## src/rtl/mdio_arbiter_if.sv

```systemverilog
// Requester and frame-engine signal bundle for mdio_arbiter.
// slave = arbiter side, master = requesters plus engine side.
interface mdio_arbiter_if #(
   parameter int N_REQ = 3
);
   logic [N_REQ-1:0]    req;
   logic [32*N_REQ-1:0] frame;
   logic [N_REQ-1:0]    gnt;
   logic [N_REQ-1:0]    done;
   logic                err;
   logic [15:0]         rdata;
   logic                busy;
   logic                eng_start;
   logic [31:0]         eng_wdata;
   logic [15:0]         eng_rdata;
   logic                eng_rd_done;
   logic                eng_wr_done;

   modport slave (
      input  req, frame, eng_rdata, eng_rd_done, eng_wr_done,
      output gnt, done, err, rdata, busy, eng_start, eng_wdata
   );

   modport master (
      output req, frame, eng_rdata, eng_rd_done, eng_wr_done,
      input  gnt, done, err, rdata, busy, eng_start, eng_wdata
   );
endinterface

```

## src/rtl/mdio_arbiter.sv

```systemverilog
// Round-robin arbiter sharing one MDIO frame engine among N_REQ requesters;
// runs the engine strobe/wait handshake per frame with a timeout abort.
module mdio_arbiter #(
   parameter int N_REQ   = 3,
   parameter int TIMEOUT = 100000
) (
   input logic          clk,
   input logic          rst,
   mdio_arbiter_if.slave bus
);
   localparam int          LW   = $clog2(N_REQ);
   localparam int unsigned NR   = N_REQ;
   localparam logic [23:0] TMAX = 24'(TIMEOUT - 1);

   typedef enum logic [1:0] {S_IDLE, S_STRB, S_WAIT, S_DONE} state_t;

   state_t            state, state_d;
   logic [N_REQ-1:0]  gnt_q, gnt_d, done_q, done_d;
   logic              err_q, err_d, start_q, start_d;
   logic [15:0]       rdata_q, rdata_d;
   logic [31:0]       wdata_q, wdata_d;
   logic [LW-1:0]     last_q, last_d;
   logic [1:0]        op_q, op_d;
   logic [23:0]       timer_q, timer_d;

   logic [31:0]       frames [N_REQ];
   logic              found;
   logic [LW-1:0]     win, cand;
   logic [N_REQ-1:0]  win_oh;
   logic [31:0]       win_frame;
   logic              sel_done, timed_out;
   int unsigned       idx;

   for (genvar g = 0; g < N_REQ; g++) begin : g_frame
      assign frames[g] = bus.frame[32*g +: 32];
   end

   // Scan last+1, last+2, ... wrapping at N_REQ; first set request wins.
   always_comb begin
      found = 1'b0;
      win   = last_q;
      idx   = 0;
      cand  = '0;
      for (int unsigned k = 1; k <= NR; k++) begin
         idx = 32'(last_q) + k;
         if (idx >= NR) idx = idx - NR;
         cand = LW'(idx);
         if (!found && bus.req[cand]) begin
            found = 1'b1;
            win   = cand;
         end
      end
      win_oh      = '0;
      win_oh[win] = 1'b1;
      win_frame   = frames[win];
   end

   assign sel_done  = (op_q == 2'b10) ? bus.eng_rd_done : bus.eng_wr_done;
   assign timed_out = (timer_q >= TMAX);

   always_comb begin
      state_d = state;
      gnt_d   = gnt_q;
      done_d  = '0;
      err_d   = err_q;
      start_d = start_q;
      rdata_d = rdata_q;
      wdata_d = wdata_q;
      last_d  = last_q;
      op_d    = op_q;
      timer_d = timer_q;
      unique case (state)
         S_IDLE: begin
            if (found) begin
               gnt_d   = win_oh;
               last_d  = win;
               wdata_d = win_frame;
               op_d    = win_frame[29:28];
               timer_d = '0;
               if (win_frame[29:28] == 2'b10 || win_frame[29:28] == 2'b01) begin
                  start_d = 1'b1;
                  state_d = S_STRB;
               end else begin
                  err_d   = 1'b1;
                  done_d  = win_oh;
                  state_d = S_DONE;
               end
            end
         end
         S_STRB: begin
            timer_d = timer_q + 24'd1;
            if (!sel_done) begin
               start_d = 1'b0;
               state_d = S_WAIT;
            end else if (timed_out) begin
               start_d = 1'b0;
               err_d   = 1'b1;
               done_d  = gnt_q;
               state_d = S_DONE;
            end
         end
         S_WAIT: begin
            timer_d = timer_q + 24'd1;
            // Completion is checked first so it wins over a same-cycle timeout.
            if (sel_done) begin
               if (op_q == 2'b10) rdata_d = bus.eng_rdata;
               err_d   = 1'b0;
               done_d  = gnt_q;
               state_d = S_DONE;
            end else if (timed_out) begin
               err_d   = 1'b1;
               done_d  = gnt_q;
               state_d = S_DONE;
            end
         end
         S_DONE: begin
            gnt_d   = '0;
            state_d = S_IDLE;
         end
         default: state_d = S_IDLE;
      endcase
   end

   always_ff @(posedge clk or posedge rst) begin
      if (rst) begin
         state   <= S_IDLE;
         gnt_q   <= '0;
         done_q  <= '0;
         err_q   <= 1'b0;
         start_q <= 1'b0;
         rdata_q <= '0;
         wdata_q <= '0;
         last_q  <= LW'(N_REQ - 1);
         op_q    <= '0;
         timer_q <= '0;
      end else begin
         state   <= state_d;
         gnt_q   <= gnt_d;
         done_q  <= done_d;
         err_q   <= err_d;
         start_q <= start_d;
         rdata_q <= rdata_d;
         wdata_q <= wdata_d;
         last_q  <= last_d;
         op_q    <= op_d;
         timer_q <= timer_d;
      end
   end

   assign bus.gnt       = gnt_q;
   assign bus.done      = done_q;
   assign bus.err       = err_q;
   assign bus.rdata     = rdata_q;
   assign bus.busy      = (state != S_IDLE);
   assign bus.eng_start = start_q;
   assign bus.eng_wdata = wdata_q;
endmodule

```

## src/flat_wrapper.sv

```systemverilog
// flat-port wrapper written by rule: the top's interface ports become plain ports
module mdio_arbiter_flat 
#(
   parameter int N_REQ   = 3,
   parameter int TIMEOUT = 100000
)
  (clk, rst, bus_req, bus_frame, bus_eng_rdata, bus_eng_rd_done, bus_eng_wr_done, bus_gnt, bus_done, bus_err, bus_rdata, bus_busy, bus_eng_start, bus_eng_wdata);
  mdio_arbiter_if #(.N_REQ(N_REQ)) bus_i ();
  input logic clk;
  input logic rst;
  input wire logic [$bits(bus_i.req)-1:0] bus_req;
  input wire logic [$bits(bus_i.frame)-1:0] bus_frame;
  input wire logic [$bits(bus_i.eng_rdata)-1:0] bus_eng_rdata;
  input wire logic [$bits(bus_i.eng_rd_done)-1:0] bus_eng_rd_done;
  input wire logic [$bits(bus_i.eng_wr_done)-1:0] bus_eng_wr_done;
  output wire logic [$bits(bus_i.gnt)-1:0] bus_gnt;
  output wire logic [$bits(bus_i.done)-1:0] bus_done;
  output wire logic [$bits(bus_i.err)-1:0] bus_err;
  output wire logic [$bits(bus_i.rdata)-1:0] bus_rdata;
  output wire logic [$bits(bus_i.busy)-1:0] bus_busy;
  output wire logic [$bits(bus_i.eng_start)-1:0] bus_eng_start;
  output wire logic [$bits(bus_i.eng_wdata)-1:0] bus_eng_wdata;
  assign bus_i.req = bus_req;
  assign bus_i.frame = bus_frame;
  assign bus_i.eng_rdata = bus_eng_rdata;
  assign bus_i.eng_rd_done = bus_eng_rd_done;
  assign bus_i.eng_wr_done = bus_eng_wr_done;
  assign bus_gnt = bus_i.gnt;
  assign bus_done = bus_i.done;
  assign bus_err = bus_i.err;
  assign bus_rdata = bus_i.rdata;
  assign bus_busy = bus_i.busy;
  assign bus_eng_start = bus_i.eng_start;
  assign bus_eng_wdata = bus_i.eng_wdata;
  mdio_arbiter #(.N_REQ(N_REQ), .TIMEOUT(TIMEOUT)) u_core (.clk(clk), .rst(rst), .bus(bus_i));
endmodule
```

## config.mk

```make
export PLATFORM = sky130hd
export DESIGN_NAME = mdio_arbiter_flat
export DESIGN_NICKNAME = d
export VERILOG_FILES = /design/src/rtl/mdio_arbiter_if.sv /design/src/rtl/mdio_arbiter.sv /design/src/flat_wrapper.sv
export SDC_FILE = /design/constraint.sdc
export NUM_CORES = 1
export LEC_CHECK = 0
export ABC_AREA = 1
export BUFFER_PORTS_ARGS = -buffer_cell sky130_fd_sc_hd__buf_2
export CAP_MARGIN = 15
export CORE_ASPECT_RATIO = 0.9
export CORE_MARGIN = 8
export CORE_UTILIZATION = 46
export DETAILED_ROUTE_END_ITERATION = 6
export HOLD_SLACK_MARGIN = 0.02
export PLACE_DENSITY = 0.84
export SYNTH_ARGS = -nofsm -noshare
export SYNTH_HDL_FRONTEND = slang
export SYNTH_SLANG_ARGS = --single-unit
```

## constraint.sdc

```tcl
create_clock -name clk -period 2.34 [get_ports clk]
set_input_delay 0.234 -clock clk [delete_from_list [all_inputs] [get_ports clk]]
set_output_delay 0.234 -clock clk [all_outputs]
set_load 0.01 [all_outputs]
```

==> flow_summary.json, run 1 <==
{
  "yosys_warnings": 0,
  "max_cap_viol_count": 0,
  "start_util_pct": 46.3,
  "violations": "DRC, setup timing",
  "antenna_found_initial": 1,
  "io_buffers": 175,
  "stdcell_area_um2": 7120,
  "finalHoldViolCount": 0,
  "grt_overflow": 0,
  "critPathMaxFanout": 5,
  "grt_setup_unrepaired": "true",
  "synthTopCellsByCount": "nand2_1 (140), nand3_1 (88), dfrtp_1 (83)",
  "critPathSlowestCell": "dfstp_2",
  "clk_latency_ns": 0.34,
  "peakVddDrop_mv": 1.25,
  "grt_start_max_net_pins": 85,
  "max_freq_mhz": 391,
  "path_cells": "inv_2, ha_4, buf_6, nand2_1, nand3_2, nand2_1, nor2_2, nand2_1, buf_4, nand3_1, nand2_2, nand2_4, nand2_4, inv_4, nand2_4, nand3_4, nand2_1, nand2_1, nand2_1",
  "grt_pass1_vias": 5255,
  "drv_slew": 0,
  "grt_pass1_wl_mm": 25.5,
  "skew_ns": 0.00767,
  "rows": 36,
  "startpoint_type": "flop",
  "final_nets": 969,
  "fin_crit_sh_pct": 109,
  "synth_area_per_cell_um2": 7.95,
  "area_growth_pct": 44.7,
  "final_core_util_pct": 67.0,
  "max_stage_delay_ns": 0.54,
  "p_per_area_nw_per_um2": 1830,
  "worstSetupPathType": "reg2reg",
  "ys_types": 38,
  "cts_hold_buffers": 0,
  "synthArstFlopShare_pct": 100,
  "dp_hpwl_mm": 11.3,
  "synth.most_common_cell": "nand2_1",
  "synth_nets": 749,
  "cts_buffer_depth": 2,
  "clock-sinks": 84,
  "syn_inst": 619,
  "synth_edf_count": 0,
  "coreArea_um2": 10600,
  "fp.dieH_um": 114,
  "relSlewSlack_pct": 57.7,
  "wl_per_cell_um": 17.5,
  "cp.arrival_ns": 2.79,
  "cts_max_level": 3,
  "clockRootBuffer": "clkbuf_16",
  "ys_top_cells_by_area": "dfrtp_1 (42%), nand2_1 (11%), nand3_1 (9.0%)",
  "critPathMostFrequentCell": "nand2_1",
  "place_ws_ns": -0.187,
  "finalWirelength_mm": 17.1,
  "numCtsBuffers": 9,
  "drive_above_1_share_pct": 43.6,
  "endpoint_kind": "flop",
  "via_per_inst": 5.69,
  "synth_area_um2": 4920,
  "route.detailed.drc": 4,
  "grt_usage_pct": 21.8,
  "routabilityCongestion": 0.903,
  "p_leak_nw": 3.48,
  "ys.flop_type": "dfrtp_1",
  "worst_pin_slew_ns": 0.628,
  "ioPinCount": 176,
  "clkTransAtPathRegs_ns": 0.07,
  "yosys.area.top_type_share_pct": 42.2,
  "first_pass_iters": 7,
  "drtIter0Drc": 639,
  "fin_ws_ns": -0.221,
  "yosysSeqAreaShare_pct": 42.8,
  "worstPathRequired_ns": 2.57,
  "netlist.top_cell.by_area": "dfrtp_1",
  "dpl_cell_area_um2": 6230,
  "ys_ff_latch": 84,
  "num_vias": 5569,
  "hp-class": "in2async",
  "setup_violations": 43,
  "postRouteAntennaNets": 0,
  "fin_crit_ns": 2.56,
  "die_w_um": 125,
  "total_power_mw": 13.0,
  "cts_tree": "built",
  "outcome": "complete, but fails checks",
  "dieArea_um2": 14300
}
-- placed cells by master (no fill, tap or decap), drive strengths merged, types with 6 or more instances in the layout --
cell type    n
a41oi       20
xor2         6
clkbuf      10
nand4       28
nand2      148
nand3       90
inv         58
nor2        58
dfrtp       83
o21ai       25
buf        234
mux2        16
nor3        10
ha          11
a21oi       15
-- power by group --
group / switching (mW) / internal [mW]
Combinational: 5.43 / 3.69
Clock: 0.611 / 0.942
Sequential: 0.302 / 2.03
Total: 6.34 / 6.66
-- per-stage QoR --
stage	std cells	hold slack, ns	setup TNS (ns)
after floorplan	619	0.356	0
after global placement	948	0.401	-0.188
after detailed placement	948	0.409	-1.30
after CTS	968	0.0428	-0.00241
after global routing	978	0.0703	-7.48
final	978	0.0291	-2.40
-- state kept, by name, summed over array words and instances, names as in the netlist --
name / cells
u_core.bus.err: 1
u_core.bus.done: 3
u_core.bus.eng_start: 1
u_core.state: 2
u_core.bus.gnt: 3
u_core.bus.rdata: 16
u_core.op_q: 1
u_core.last_q: 2
u_core.timer_q: 24
u_core.bus.eng_wdata: 31
-- logic make-up (layout without fill, tap and decap cells) --
group / Yosys count / count (layout) / share of synthesized area [%]
compound gates: 77 / 77 / 10.2
xor+xnor: 6 / 6 / 1.07
fa+ha+maj: 11 / 11 / 2.80
buf+inv: 86 / 311 / 7.40
flops: 84 / 84 / 42.8
mux: 16 / 16 / 3.66
other cells: 0 / 1 / 0
simple gates: 339 / 339 / 32.1
-- final timing paths --
path	slack (ns)	startpoint	endpoint	cells past startpoint
setup / recovery	-0.22	u_core.last_q[1]	u_core.bus.eng_start	19
hold / removal	0.03	rst	u_core.timer_q[15]	3
setup reg to reg	-0.22	u_core.last_q[1]	u_core.bus.eng_start	19
max in group asynchronous	1.95	rst	u_core.last_q[1]	3
hold reg to reg	0.49	u_core.bus.eng_start	u_core.bus.eng_start	2
min in group clk	0.10	bus_frame[0]	u_core.bus.eng_wdata[0]	3
-- worst max-delay path, delay by kind of cell (launching register included) --
family,cells,cell delay [ns]
fa+ha+maj,1,0.29
buf+inv,4,0.43
flops,1,0.54
simple gates,14,1.19
-- area by class of cell --
type	instances	area, µm²
clock buffer	9	225
tap	133	166
multi-input combinational	449	2830
fill	828	3510
clock inverter	7	100
timing repair buffer	235	1430
inverter	59	249
sequential	84	2100
antenna	1	2.50
timing repair inverter	1	7.51
-- what timing repair did --
action / CTS / global route
setup buffers: 2 / 8
pin swaps: 15 / 22
gates cloned: 2 / 1
endpoints found under the setup margin: 50 / 64
resized for setup: 49 / 69
-- layer usage --
metal | part of all wire [%] | GRT usage, % | up-vias
li1 | - | - | 2554
met5 | 0 | 0 | -
met3 | 7.9 | 5.82 | 55
met2 | 48 | 35.7 | 322
met4 | 3.3 | 8.59 | 0
met1 | 41 | 26.9 | 2638
No activity file was read; power rests on OpenSTA's default activity.
==> run 2: changes to the inputs <==
CORE_UTILIZATION = 54   (was 46)
PLACE_DENSITY = 0.92   (was 0.84)
clock period = 2.95 ns   (was 2.34 ns; I/O delays follow)
==> flow_summary.json, run 2 (same netlist as run 1, synthesis figures left out) <==
{
  "final_nets": 923,
  "grt_overflow": 0,
  "worstSetupPathType": "reg2reg",
  "fill_cells": 753,
  "die_w_um": 117,
  "cts_buffer_depth": 2,
  "dp_hpwl_mm": 11.9,
  "power_frac_clock_pct": 11.0,
  "final_common_cell": "buf_2",
  "max_stage_delay_ns": 0.56,
  "peakVddDrop_mv": 0.728,
  "path_cells": "inv_1, ha_1, inv_1, nand2_2, o21ai_1, nor2_4, nor2_2, nand2_4, nand2_4, nor2_4, inv_1, o21ai_0, a21oi_1",
  "power.switching_mw": 3.93,
  "num_vias": 5243,
  "ff_latch_area_um2": 2100,
  "numCtsBuffers": 9,
  "wl_per_cell_um": 16.7,
  "worst_pin_slew_ns": 0.830,
  "clk_latency_ns": 0.36,
  "dieArea_um2": 12400,
  "rows": 33,
  "grt_pass1_vias": 5200,
  "p_sw_share_pct": 51.5,
  "routabilityCongestion": 0.910,
  "final_cell_mix": "buf_2 (175), nand2_1 (140), nand3_1 (88)",
  "combPwrFrac_pct": 64.4,
  "hp-class": "in2async",
  "setup_tns_ns": 0,
  "p_per_area_nw_per_um2": 1240,
  "fp.dieH_um": 107,
  "drive_above_1_share_pct": 31.3,
  "first_pass_iters": 5,
  "seqPwrFrac_pct": 24.6,
  "cts_tree": "built",
  "cts_max_level": 3,
  "cp.arrival_ns": 3.01,
  "postRouteAntennaNets": 0,
  "coreArea_um2": 9000,
  "grt_usage_pct": 24.7,
  "multi_input_comb_area_um2": 2450,
  "route.detailed.drc": 0,
  "skew_ns": 0.00627,
  "fin_crit_sh_pct": 92.4,
  "endpoint_kind": "flop",
  "max_freq_mhz": 367,
  "clkTransAtPathRegs_ns": 0.09,
  "drtIter0Drc": 442,
  "worstPathRequired_ns": 3.23,
  "grt_setup_unrepaired": "false",
  "drv_slew": 0,
  "start_util_pct": 54.6,
  "fin_worst_hold_slack_ns": 0.0540,
  "critPathSlowestCell": "dfstp_2",
  "finalWirelength_mm": 15.3,
  "io_buffers": 175,
  "critPathMaxFanout": 13,
  "clockRootBuffer": "clkbuf_8",
  "antenna_found_initial": 1,
  "outcome": "finished clean",
  "grt_pass1_wl_mm": 24.7,
  "largest_reg_flops": 31,
  "area_growth_pct": 24.8,
  "relSlewSlack_pct": 44.7,
  "crit_buf_inv": 3,
  "cpLargestDelayFamily": "simple AND/OR/NAND/NOR gates",
  "postCtsSetupRepairBufs": 0,
  "grt_start_max_net_pins": 45,
  "startpoint_type": "flop",
  "finalHoldViolCount": 0,
  "fin_crit_ns": 2.73,
  "via_per_inst": 5.70,
  "setup_violations": 0,
  "clock-sinks": 84,
  "max_cap_viol_count": 0,
  "critPathMostFrequentCell": "inv_1",
  "ioPinCount": 176,
  "p_leak_nw": 3.09,
  "antenna_cells": 0,
  "p_int_mw": 3.70
}
[run 2: cell count changes in the layout (fill, tap and decap cells not counted), sizes merged]
cell      change
buf          -44
diode         -1
bufinv        -1
inv           +2
clkinvlp      -1
clkinv        -2
[run 2: worst paths after layout]
check | start | to | slack (ns) | depth (start not counted)
max in group asynchronous | rst | u_core.bus.eng_wdata[16] | 2.19 | 3
worst max register to register | u_core.last_q[1] | u_core.timer_q[6] | 0.22 | 13
worst max-delay path | u_core.last_q[1] | u_core.timer_q[6] | 0.22 | 13
worst min-delay path | rst | u_core.bus.rdata[15] | 0.05 | 2
worst min register to register | u_core.bus.eng_start | u_core.bus.eng_start | 0.49 | 2
min in group clk | bus_frame[8] | u_core.bus.eng_wdata[8] | 0.15 | 3
[run 2: routing by layer]
| layer | track usage, % | routed length, µm | share of wire, % |
|---|---|---|---|
| met1 | 29.9 | 5910 | 39 |
| met2 | 41.8 | 7610 | 50 |
| met3 | 5.72 | 1380 | 9.0 |
| met4 | 9.59 | 420 | 2.7 |
| met5 | 0 | 10 | 0.065 |
[run 2: repair_timing]
item	CTS	global route
resized for setup	0	1
hold buffers	0	0
endpoints found under the setup margin	0	4
[run 2: metrics by stage]
stage	utilization, %	worst slack (ns)	cells	instance area, µm²	power, mW
after floorplan	-	0.492	619	4920	5.34
after global placement	65.9	0.410	904	5930	6.50
after detailed placement	65.9	0.274	904	5930	6.73
after CTS	68.1	0.239	920	6130	7.57
after global routing	68.2	0.0128	920	6140	8.25
final	68.2	0.223	920	6140	7.63
[run 2: power groups by stage]
| stage | registers [mW] | logic [mW] | clock network (mW) |
|---|---|---|---|
| floorplan | 2.02 | 3.32 | 0 |
| global placement | 1.86 | 4.64 | 0 |
| detailed placement | 1.88 | 4.84 | 0 |
| CTS | 1.87 | 4.85 | 0.857 |
| global route | 1.92 | 5.42 | 0.911 |
| finish | 1.87 | 4.91 | 0.841 |
[run 2: area by class of cell]
class | instances | area share (%)
clock inverters | 6 | 1.16
inverters | 59 | 3.67
multi-input cells | 449 | 39.9
repair buffers | 190 | 16.4
clock buffers | 10 | 2.08
well taps | 122 | 2.49
flip-flops and latches | 84 | 34.3
